==> src/rtl/mc_control_unit.sv <==
// rtl/mc_control_unit.sv - multicycle main control FSM (IF/ID/EXE/MEM/WB)
//
// Sequences each instruction through fetch, decode, execute, memory and
// write-back states. It drives the datapath write enables and mux selects,
// and sends ealuc straight to the ALU. It also handles the memory ready
// handshake and counts retired instructions.
//
// Ports:
//   clk, clrn             clock; synchronous active-low reset
//   op, func              IR[31:26] and IR[5:0]
//   zero                  ALU result == 0 (valid in EXE)
//   mem_rdy               memory has completed the current request
//   mem_req, wmem, iord   memory request, write strobe, address select
//   wir, wpc, wreg        IR, PC and register-file load enables
//   regdst, memtoreg      register-file destination and write-data selects
//   sext                  sign-extend (1) or zero-extend (0) imm16
//   alusrca, alusrcb      ALU operand selects
//   pcsrc                 PC source select
//   ealuc                 ALU operation
//   state                 current state code (IF=0 ID=1 EXE=2 MEM=3 WB=4)
//   illegal               one-cycle pulse in ID for an undecodable instruction
//   instret               retired-instruction count (wraps)

module mc_control_unit #(
    parameter int CNT_W = 32
) (
    input  logic             clk,
    input  logic             clrn,
    input  logic [5:0]       op,
    input  logic [5:0]       func,
    input  logic             zero,
    input  logic             mem_rdy,
    output logic             mem_req,
    output logic             wmem,
    output logic             iord,
    output logic             wir,
    output logic             wpc,
    output logic             wreg,
    output logic             regdst,
    output logic             memtoreg,
    output logic             sext,
    output logic             alusrca,
    output logic [1:0]       alusrcb,
    output logic [1:0]       pcsrc,
    output logic [3:0]       ealuc,
    output logic [2:0]       state,
    output logic             illegal,
    output logic [CNT_W-1:0] instret
);

    typedef enum logic [2:0] {
        S_IF  = 3'd0,
        S_ID  = 3'd1,
        S_EXE = 3'd2,
        S_MEM = 3'd3,
        S_WB  = 3'd4
    } state_t;

    localparam logic [5:0] OP_RTYPE = 6'b000000;
    localparam logic [5:0] OP_ADDI  = 6'b001000;
    localparam logic [5:0] OP_ANDI  = 6'b001100;
    localparam logic [5:0] OP_ORI   = 6'b001101;
    localparam logic [5:0] OP_XORI  = 6'b001110;
    localparam logic [5:0] OP_LW    = 6'b100011;
    localparam logic [5:0] OP_SW    = 6'b101011;
    localparam logic [5:0] OP_BEQ   = 6'b000100;
    localparam logic [5:0] OP_BNE   = 6'b000101;
    localparam logic [5:0] OP_J     = 6'b000010;

    localparam logic [3:0] ALU_ADD = 4'b0010;
    localparam logic [3:0] ALU_SUB = 4'b0110;
    localparam logic [3:0] ALU_AND = 4'b0000;
    localparam logic [3:0] ALU_OR  = 4'b0001;
    localparam logic [3:0] ALU_XOR = 4'b1001;

    state_t           state_q, state_d;
    logic [CNT_W-1:0] instret_q;
    logic             retire;

    // Instruction decode
    logic       is_r, is_imm, is_lw, is_sw, is_br, is_j, is_legal;
    logic       r_ok;
    logic [3:0] r_alu, i_alu;

    always_comb begin
        r_ok  = 1'b1;
        r_alu = ALU_ADD;
        case (func)
            6'b100000: r_alu = ALU_ADD;
            6'b100010: r_alu = ALU_SUB;
            6'b100100: r_alu = ALU_AND;
            6'b100101: r_alu = ALU_OR;
            6'b100110: r_alu = ALU_XOR;
            default:   r_ok  = 1'b0;
        endcase
    end

    always_comb begin
        i_alu = ALU_ADD;
        case (op)
            OP_ANDI: i_alu = ALU_AND;
            OP_ORI:  i_alu = ALU_OR;
            OP_XORI: i_alu = ALU_XOR;
            default: i_alu = ALU_ADD;
        endcase
    end

    assign is_r     = (op == OP_RTYPE) && r_ok;
    assign is_imm   = (op == OP_ADDI) || (op == OP_ANDI) || (op == OP_ORI) || (op == OP_XORI);
    assign is_lw    = (op == OP_LW);
    assign is_sw    = (op == OP_SW);
    assign is_br    = (op == OP_BEQ) || (op == OP_BNE);
    assign is_j     = (op == OP_J);
    assign is_legal = is_r || is_imm || is_lw || is_sw || is_br || is_j;

    // Outputs and next state
    always_comb begin
        mem_req  = 1'b0;
        wmem     = 1'b0;
        iord     = 1'b0;
        wir      = 1'b0;
        wpc      = 1'b0;
        wreg     = 1'b0;
        regdst   = 1'b0;
        memtoreg = 1'b0;
        sext     = 1'b0;
        alusrca  = 1'b0;
        alusrcb  = 2'b00;
        pcsrc    = 2'b00;
        ealuc    = ALU_ADD;
        illegal  = 1'b0;
        retire   = 1'b0;
        state_d  = state_q;

        case (state_q)
            S_IF: begin
                mem_req = 1'b1;
                alusrcb = 2'b01;
                if (mem_rdy) begin
                    wir     = 1'b1;
                    wpc     = 1'b1;
                    state_d = S_ID;
                end
            end
            S_ID: begin
                // Branch target precomputed into ALUOut while decoding
                alusrcb = 2'b11;
                sext    = 1'b1;
                if (is_j) begin
                    wpc     = 1'b1;
                    pcsrc   = 2'b11;
                    retire  = 1'b1;
                    state_d = S_IF;
                end else if (!is_legal) begin
                    illegal = 1'b1;
                    state_d = S_IF;
                end else begin
                    state_d = S_EXE;
                end
            end
            S_EXE: begin
                alusrca = 1'b1;
                if (is_r) begin
                    ealuc   = r_alu;
                    state_d = S_WB;
                end else if (is_imm) begin
                    alusrcb = 2'b10;
                    ealuc   = i_alu;
                    sext    = (op == OP_ADDI);
                    state_d = S_WB;
                end else if (is_lw || is_sw) begin
                    alusrcb = 2'b10;
                    sext    = 1'b1;
                    state_d = S_MEM;
                end else if (is_br) begin
                    ealuc   = ALU_SUB;
                    pcsrc   = 2'b01;
                    wpc     = (op == OP_BEQ) ? zero : ~zero;
                    retire  = 1'b1;
                    state_d = S_IF;
                end else begin
                    // Opcode changed under us; abandon the instruction
                    state_d = S_IF;
                end
            end
            S_MEM: begin
                mem_req = 1'b1;
                iord    = 1'b1;
                wmem    = is_sw;
                if (mem_rdy) begin
                    if (is_lw) begin
                        state_d = S_WB;
                    end else begin
                        retire  = is_sw;
                        state_d = S_IF;
                    end
                end
            end
            S_WB: begin
                wreg     = 1'b1;
                regdst   = is_r;
                memtoreg = is_lw;
                retire   = 1'b1;
                state_d  = S_IF;
            end
            default: state_d = S_IF;
        endcase

        // Reset must not leak any write or request to the datapath
        if (!clrn) begin
            wpc     = 1'b0;
            wir     = 1'b0;
            wreg    = 1'b0;
            wmem    = 1'b0;
            mem_req = 1'b0;
            illegal = 1'b0;
        end
    end

    always_ff @(posedge clk) begin
        if (!clrn) begin
            state_q   <= S_IF;
            instret_q <= '0;
        end else begin
            state_q <= state_d;
            if (retire) begin
                instret_q <= instret_q + CNT_W'(1);
            end
        end
    end

    assign state   = state_q;
    assign instret = instret_q;

endmodule

==> config.mk <==
export PLATFORM = sky130hd
export DESIGN_NAME = mc_control_unit
export DESIGN_NICKNAME = d
export VERILOG_FILES = /design/src/rtl/mc_control_unit.sv
export SDC_FILE = /design/constraint.sdc
export NUM_CORES = 1
export LEC_CHECK = 0
export BUFFER_PORTS_ARGS = -buffer_cell sky130_fd_sc_hd__buf_2
export CAP_MARGIN = 20
export CORE_MARGIN = 2
export CORE_UTILIZATION = 35
export DETAILED_ROUTE_END_ITERATION = 10
export GPL_ROUTABILITY_DRIVEN = 1
export PLACE_DENSITY = 0.62
export SETUP_SLACK_MARGIN = 0.1
export SLEW_MARGIN = 0
export SYNTH_ARGS = -nofsm -noshare
export SYNTH_HDL_FRONTEND = slang
export SYNTH_SLANG_ARGS = --single-unit
==> constraint.sdc <==
create_clock -name clk -period 2.91 [get_ports clk]
set_input_delay 0.582 -clock clk [delete_from_list [all_inputs] [get_ports clk]]
set_output_delay 0.582 -clock clk [all_outputs]
set_load 0.005 [all_outputs]
**After elaboration in Yosys (flattened, before gate mapping)**

Index checks and enable logic that the tools add are counted.

- Memories: 0
- RAM bits: 0
- Bits of input ports: 16
- Bits in read-only memories: 0
- Latch bits: 0
- Logic and storage cells: 103
- Output and inout port bits: 54
- Bits in registers: 35

- Eq/ne operators: 20
- Reduce and logical (&&, ||, !) cells: 16
- Shift-type cells: 0
- Muxes and demuxes: 63
- Multiply operators: 0
- Divide/modulo/power cells: 0
- Add/sub/neg operators: 1
- Bitwise gates (word level): 1
- Order comparisons: 0

Operators by type and width:

| cell | count |
|---|---|
| 6-bit equality test, second input constant | 7 |
| 1-bit two-way mux | 38 |
| 32-bit by 1-bit adder with 32-bit output, second input constant | 1 |
| 6-bit by 4-bit equality test with 1-bit output, second input constant | 4 |
| 3-bit two-way mux | 7 |
| 4-bit one-hot mux with 4 select lines | 1 |
| 2-bit two-way mux | 7 |
| 6-bit by 3-bit equality test with 1-bit output, second input constant | 2 |
| 4-bit two-way mux | 3 |
| 3-bit one-hot mux with 4 select lines | 1 |
| 4-bit one-hot mux with 3 select lines | 1 |
| 1-bit logical OR | 10 |
| 3-bit by 2-bit equality test with 1-bit output, second input constant | 2 |
| 6-bit by 2-bit equality test with 1-bit output, second input constant | 1 |
| 6-bit zero test | 1 |
| 2-bit one-hot mux with 3 select lines | 1 |
| 5-bit OR reduction | 1 |
| 2-bit != test, second input constant | 2 |
| 1-bit one-hot mux with 4 select lines | 1 |
| 2-bit one-hot mux with 2 select lines | 1 |
| 3-bit by 1-bit equality test with 1-bit output, second input constant | 1 |
| 3-bit equality test, second input constant | 1 |
| 3-bit zero test | 1 |
| 1-bit one-hot mux with 3 select lines | 1 |
| other kinds (5) | 5 |

**Longest topological paths before layout**

Gate-level depths: netlist of run 1.

- Depth in word-level cells: 13
- Mapped depth: 10
- Gate-level depth less buffers: 6

**Worst setup path before layout of run 1**

Ideal clock, no wire load.

- Kind: in2out
- Start: input port op[4]
- End: output port ealuc[1]
- Required time: 2.328 ns
- Slack: 0.721 ns
- Path buffers: 0
- Arrival: 1.607 ns
- Cell stages on the path: 6
- Cell sequence: nor2_1 nand3_1 a21o_1 nand2_1 o21ai_1 a221o_1

- Cells in the longest elaborated chain, start to end: 7
- Elaborated cells between the ends (all ways): 17
- Those cells by class: eq/ne (6); mux (5); reduce/logical (6)

Ends and longest elaborated chain:

| item | line | source |
|---|---|---|
| from (decl) | 29 | `input logic [5:0] op,` |
| 6-bit by 4-bit equality test with 1-bit output (on tied branches) | 109, 100 |  |
| 1-bit logical OR (3 in series) | 109 | `assign is_imm = (op == OP_ADDI) \|\| (op == OP_ANDI) \|\| (op == OP_ORI) \|\| (op == OP_XORI);` |
| 4-bit two-way mux | 166 | `end else if (is_imm) begin` |
| 4-bit two-way mux * | 163 | `if (is_r) begin` |
| 4-bit two-way mux * | 135 | `case (state_q)` |
| to (decl) | 45 | `output logic [3:0] ealuc,` |

Mark *: on every way between the ends. The rest lies on a longest branch, timed or not.

**Worst setup path after layout of run 1**

Ends and elaborated chain as after synthesis.

==> results of run 1 <==
## cells by family after synthesis
kind of cell               count (synthesis)  synth area share (%)
AOI/OAI and AO/OA                         73                  21.9
xor gates and xnor gates                  12                  4.91
adders and majority gates                  2                  1.05
buffers and inverters                     26                  5.91
DFF                                       35                  32.7
and+or+nand+nor                          122                  33.4
## per-stage QoR
step | power, uW | std cells
floorplan | 533 | 270
global placement | 562 | 401
detailed placement | 563 | 401
CTS | 904 | 409
global route | 935 | 409
finish | 892 | 409
## final cells by class
class	instances	area share, %
Clock buffer	6	2.79
Clock inverter	2	0.481
Inverter	9	1.30
Multi-Input combinational cell	209	50.5
Sequential cell	35	26.9
Tap cell	75	3.61
Timing Repair Buffer	73	14.4
## worst max-delay path, stage by stage
cell,delay (ns)
sky130_fd_sc_hd__buf_2,0.12
sky130_fd_sc_hd__nor2_1,0.31
sky130_fd_sc_hd__nand3_1,0.17
sky130_fd_sc_hd__a21o_1,0.21
sky130_fd_sc_hd__nand2_1,0.07
sky130_fd_sc_hd__o21ai_1,0.05
sky130_fd_sc_hd__a221o_1,0.34
sky130_fd_sc_hd__buf_2,0.13
## worst max path at each step
stage	cells past startpoint	from	end	slack [ns]
after floorplan	6	op[4]	ealuc[1]	0.72
after global placement	6	op[0]	ealuc[1]	0.39
after detailed placement	8	op[4]	ealuc[1]	0.38
after CTS	8	op[4]	ealuc[1]	0.37
after global routing	6	instret[4]	instret[20]	0.17
final	8	op[4]	ealuc[1]	0.36
## power by group through the flow
stage | Clock, uW | Sequential (uW) | Combinational, uW
5_1_grt | 375 | 483 | 76.7
3_5_place_dp | 0 | 494 | 69.2
3_3_place_gp | 0 | 494 | 68.8
2_1_floorplan | 0 | 492 | 41.4
6_report | 340 | 483 | 69.4
4_1_cts | 352 | 482 | 69.6
## flip-flops by register name (all words and copies together) (netlist names)
name	flops
instret	32
state	3
## synth_stat cells, types with 5 or more instances
library cell / number
sky130_fd_sc_hd__or3_1: 11
sky130_fd_sc_hd__nand4_1: 7
sky130_fd_sc_hd__o2111ai_1: 5
sky130_fd_sc_hd__or4_1: 9
sky130_fd_sc_hd__a21oi_1: 27
sky130_fd_sc_hd__nand2_1: 19
sky130_fd_sc_hd__dfxtp_1: 35
sky130_fd_sc_hd__nor2_1: 21
sky130_fd_sc_hd__o31ai_1: 9
sky130_fd_sc_hd__buf_2: 5
sky130_fd_sc_hd__xnor2_1: 9
sky130_fd_sc_hd__clkbuf_1: 7
sky130_fd_sc_hd__o21ai_1: 13
sky130_fd_sc_hd__and3_1: 5
sky130_fd_sc_hd__inv_1: 8
sky130_fd_sc_hd__nand3_1: 15
## per-layer routing
metal | track usage, % | share of wire [%]
met4 | 5.17 | 1.4
met2 | 26.0 | 46
met3 | 3.48 | 4.4
met1 | 23.4 | 49
met5 | 0 | 0
==> impl_summary.md, run 1 <==
Clock network
The total of cells resized after clock tree synthesis is 0. The clock tree from TritonCTS is yes. In this run the post-CTS setup repair buffer count came out at 0. For the worst-skew pair, the clock arrives at the later sink with an insertion delay of 0.28 ns. The clock buffer count from CTS is 5.

After clock tree synthesis, the clock-pin slew on the worst setup and hold paths is 0.08 ns. The post-cts hold buffer count is 0. The master cell of the clock root buffer is sky130_fd_sc_hd__clkbuf_8.

Clock tree synthesis found a total of 35 sinks. In this run the number of H-tree levels came out at 2. Counting along the longest clock path gives a buffer depth of 2.

Power and ir drop
The combinational group share of total power is 7.8%. The total internal power is 675 uW. Summed over all cells, the static leakage comes to 0.00106 uW. The cell area power density is 343 mW/mm^2. The analysis attributes to net switching a power of 217 uW.

Net switching is 24.4% of the power. The power share of the sequential group is 54.1%. The maximum ir drop on the vdd rail is 257 uV. The clock power share is 38.1%.

Yosys
Of all flip-flops after synthesis, the portion carrying an async set or reset was 0%. The dominant synthesized flop cell is sky130_fd_sc_hd__dfxtp_1. The distinct cell type count after synthesis is 54. The cell area that synthesis handed to floorplanning was 0.00214 mm^2. The sequential cell area fraction in the yosys report is 32.7%. Averaged over all synthesized cells, the footprint is 7.92 um^2.

When the netlist entered floorplanning its net count stood at 287. The number of synthesis warnings is 0. After technology mapping, the gate count stands at 270. The synthesized design contains 0 enable-type register cells. The synthesized design devotes to its leading area cell type 32.7% of total area. In the post-synthesis netlist, the biggest area contributors are sky130_fd_sc_hd__dfxtp_1, sky130_fd_sc_hd__a21oi_1, sky130_fd_sc_hd__nor2_1, sky130_fd_sc_hd__xnor2_1, sky130_fd_sc_hd__nand3_1. Counting flops and latches in the post-synthesis netlist gives 35. The top cell type by total area after synthesis is sky130_fd_sc_hd__dfxtp_1.

Global route
In the global route stage, overall resource usage came out at 16.8%. After global routing the overflow that remains totals 0. The global-route wire length before repair is 9070 um. The number of antenna violations at the first check in global routing is 0.

The maximum number of pins on one net before global-route repair is 27. The number of global-route vias before repair came to 1929.

Cells and area
The area of all placed cells without fillers is 0.00260 mm^2. The number of nets in the layout is 350. The post-layout utilization of the core is 43.9%. The fraction of layout instances using a drive strength above 1 is 27.8%. Leaving out fill and tap cells, the most frequent cell in the layout is sky130_fd_sc_hd__buf_2. The library cells used most frequently in the layout, excluding fill and tap cells, are sky130_fd_sc_hd__buf_2, sky130_fd_sc_hd__dfxtp_1, sky130_fd_sc_hd__a21oi_1. The antenna diode instance count is 0. The multi-input combinational cells in the finished layout cover a total of 0.00131 mm^2. The area of all sequential standard cells is 701 um^2. The layout filler cell count is 619. The area growth from synthesis to layout is 21.6%.

Worst setup path
The largest fanout of any net on the critical path is 6. The classification of the worst setup path is input port to primary output. The count of cells along the worst register-to-register path is 6. The endpoint identified for the worst register-to-register timing path is instret[20]. The launch point of the worst reg-to-reg path is instret[4]. STA classifies the critical path startpoint as an input port. The minimum setup slack among reg-to-reg paths is 0.46 ns. The worst setup path is captured at a primary output. The data arrival at the endpoint of the critical path is 1.97 ns. The worst endpoint required time is 2.33 ns.

STA
The clock period could shrink to 2.55 ns. Setup total negative slack on the finished layout was measured at 0 ns. In the finished design, the share of the clock period the worst path needs comes to 87.7%.

The post-route clock skew is 0.00898 ns. Setup violations remaining at the end of the flow were counted as 0. The remaining max-slew budget at the tightest pin is 60.0%. The post-layout worst setup margin is 0.357 ns.

Setup repair after global routing left no endpoint under its margin. The final worst hold slack is 0.488 ns. At the pin with the least slew margin, the transition time is 0.600 ns. The count of pins over their slew limit is 0. The hold violation count in the final report came to 0.

Static timing analysis puts the maximum clock frequency at 0.392 GHz.

Routing
The post-detailed-route count of antenna-violating nets is 0. For this block, the initial DRC count from the detailed router was 93. Dividing the detail-routed via count by the number of cells gives 5.44.

The via total after detailed routing is 2223. The routed length per placed instance is 13.5 um. In the routed design, unresolved DRC markers number 0. The routed design has 5540 um of wire. The number of iterations in the first detailed-routing pass is 4.

Place
The post-place setup slack is 0.383 ns. At the end of routability-driven placement, the weighted congestion stood at 0.809. The standard cell area after detailed placement is 0.00252 mm^2. The wire-length estimate of the detail-placed layout is 4000 um.

The number of port buffers is 69.

Worst hold path
The cell count of the worst hold path is 2. The worst min-delay path startpoint is instret[31]. The worst min-delay path endpoint is instret[31]. The path type of the worst min-delay path is register to register.

Die
The total number of placement rows is 28. The horizontal extent of the die is 82.2 um. The number of top-level pins is 70. The die area is 0.00675 mm^2. The standard cell core area is 0.00592 mm^2. The die height is 82.2 um.

The initial core utilization is 36.1%.

Outcome
The run finished with clean final reports.

Run
The max-cap check violation count is 0.
Power figures use the tool's default switching activity.
==> run 2, diff against run 1 <==
--- a/config.mk
+++ b/config.mk
@@ -9,6 +9,7 @@
 export CAP_MARGIN = 20
 export CORE_MARGIN = 2
 export CORE_UTILIZATION = 35
+export CTS_BUF_LIST = sky130_fd_sc_hd__clkbuf_4 sky130_fd_sc_hd__clkbuf_8 sky130_fd_sc_hd__clkbuf_16
 export DETAILED_ROUTE_END_ITERATION = 10
 export GPL_ROUTABILITY_DRIVEN = 1
 export PLACE_DENSITY = 0.62
==> impl_summary.md, run 2 (same netlist as run 1, synthesis figures left out) <==
Cells and area
The library cells used most frequently in the layout, excluding fill and tap cells, are sky130_fd_sc_hd__buf_2, sky130_fd_sc_hd__dfxtp_1, sky130_fd_sc_hd__a21oi_1. The library cell used most frequently in the layout, excluding fill and tap cells, is sky130_fd_sc_hd__buf_2. The fraction of layout instances using a drive strength above 1 is 28.1%. The number of nets in the layout is 350. The layout filler cell count is 619. The area growth from synthesis to layout is 21.8%. The antenna diode instance count is 0. The post-layout utilization of the core is 44.0%. The register with the most flip-flops in the layout has 32 of them.

Global route
After global routing the overflow that remains totals 0. The number of antenna violations at the first check in global routing came to 0. The global-route wire length before repair is 9070 um. Entering global routing, the biggest net connects 27 pins.

For this run, the total global-route usage over all layers was measured as 16.8%. The number of global-route vias before repair is 1929.

STA
In the final timing run, aggregate negative setup slack is 0 ns. The count of pins over their slew limit is 0. The remaining max-slew budget at the tightest pin is 59.9%. The count of final setup violators is 0. Setup repair after global routing left no endpoint under its margin. The achievable frequency is 0.392 GHz. The final worst hold slack is 0.488 ns. The worst path needs 2.55 ns of the cycle, external delays included.

The hold violation count in the final report is 0. The post-route clock skew is 0.00900 ns. For the pin with the worst max-slew slack, the measured transition is 0.600 ns. The share of the clock period used by the worst path after layout is 87.7%.

Clock network
The clock tree synthesis step divided the H-tree into 2 levels. The master cell of the clock root buffer is sky130_fd_sc_hd__clkbuf_8. The clock drives 35 sinks. The clock tree from TritonCTS is yes. The total of cells resized after clock tree synthesis is 0. The clock buffer count from CTS is 5. Clock-pin slew was measured on the worst setup and hold paths at 0.08 ns. For the worst-skew pair, the clock arrives at the later sink with an insertion delay of 0.28 ns. Once the clock tree was built, the setup fixing pass inserted 0 buffers.

The post-cts hold buffer count is 0. No sink is reached through more buffers than the 2 on the longest clock path.

Worst setup path
The cell type of the slowest stage on the worst timing path is sky130_fd_sc_hd__a221o_1. The setup path with the least slack is of type input port to primary output. Walking the worst path, the cells encountered are buf_2 > nor2_1 > nand3_1 > a21o_1 > nand2_1 > o21ai_1 > a221o_1 > buf_2. By instance count, the cell type seen most on the critical path is sky130_fd_sc_hd__buf_2. STA puts the critical path data required time at 2.33 ns. Data arrives at the worst endpoint at 1.97 ns.

The type of element launching the critical path is an input port. The kind of end point of the critical path is a primary output. The largest fanout of any net on the critical path is 6. On the worst path, the slowest cell contributes a delay of 0.34 ns.

Die
The horizontal extent of the die is 82.2 um. The die area is 0.00675 mm^2. Measured along the y axis, the die boundary spans 82.2 um. The total number of placement rows is 28. The number of top-level pins is 70. The total area inside the core boundary comes to 0.00592 mm^2. The initial core utilization is 36.1%.

Place
The detailed placement HPWL is 4000 um. The congestion estimate from routability-driven global placement came to 0.809. In this run the tool buffered the top-level ports with 69 buffer cells.

Routing
The pre-antenna-repair detailed-routing pass consisted of 4 iterations. The detail-routed via count per cell is 5.44. In the routed design, unresolved DRC markers number 0. The via total after detailed routing is 2225. The routed length per placed instance is 13.5 um. The post-detailed-route count of antenna-violating nets is 0. The iteration-0 DRC count of the detailed router is 93. The post-detailed-routing wire length is 5530 um.

Power and ir drop
The cell area power density is 346 mW/mm^2. The power consumption is 902 uW. The maximum ir drop on the vdd rail is 257 uV. For this design the static power due to leakage is 0.00106 uW.

Outcome
The flow ran to the end, and the final reports show no timing, DRC or antenna violations.

Run
Max-cap violations in this run came to 0.

Worst hold path
The path class of the tightest hold or removal check is register to register.
[run 2: where the power goes]
part | internal [uW] | switching, uW | total (uW)
Clock | 177 | 173 | 350
Sequential | 480 | 2.84 | 483
Combinational | 28.1 | 41.3 | 69.4
Total | 684 | 218 | 902
[run 2: layer usage]
layer / vias to the layer above / global-route usage [%] / wire length (um)
met5: - / 0 / 0
met4: 0 / 5.17 / 75
met3: 6 / 3.48 / 250
met2: 54 / 26.0 / 2530
met1: 1038 / 23.4 / 2680
li1: 1127 / - / -
[run 2: final timing paths]
kind | endpoint | slack (ns) | from | cells past startpoint
setup / recovery | ealuc[1] | 0.36 | op[4] | 8
hold / removal | instret[31] | 0.49 | instret[31] | 2
setup reg to reg | instret[20] | 0.46 | instret[4] | 6
hold reg to reg | instret[31] | 0.49 | instret[31] | 2
[run 2: area by class of cell]
cell class	instances	area, um^2	area share [%]
multi-input cells	209	1310	50.4
flip-flops and latches	35	701	26.9
clock buffers	6	76.3	2.93
repair buffers	73	375	14.4
clock inverters	2	12.5	0.480
well taps	75	93.8	3.60
inverters	9	33.8	1.30
[run 2: worst max-delay path: cells and delay by family]
family	cells	cell delay (ns)
AO/OA/AOI/OAI	3	0.60
AND/OR/NAND/NOR	3	0.55
buffers and inverters	2	0.25
[run 2: stage by stage]
| step | area (um^2) | cells | worst slack, ns |
|---|---|---|---|
| global route | 2610 | 409 | 0.167 |
| CTS | 2610 | 409 | 0.365 |
| global placement | 2520 | 401 | 0.392 |
| finish | 2610 | 409 | 0.357 |
| detailed placement | 2520 | 401 | 0.383 |
| floorplan | 2140 | 270 | 0.721 |
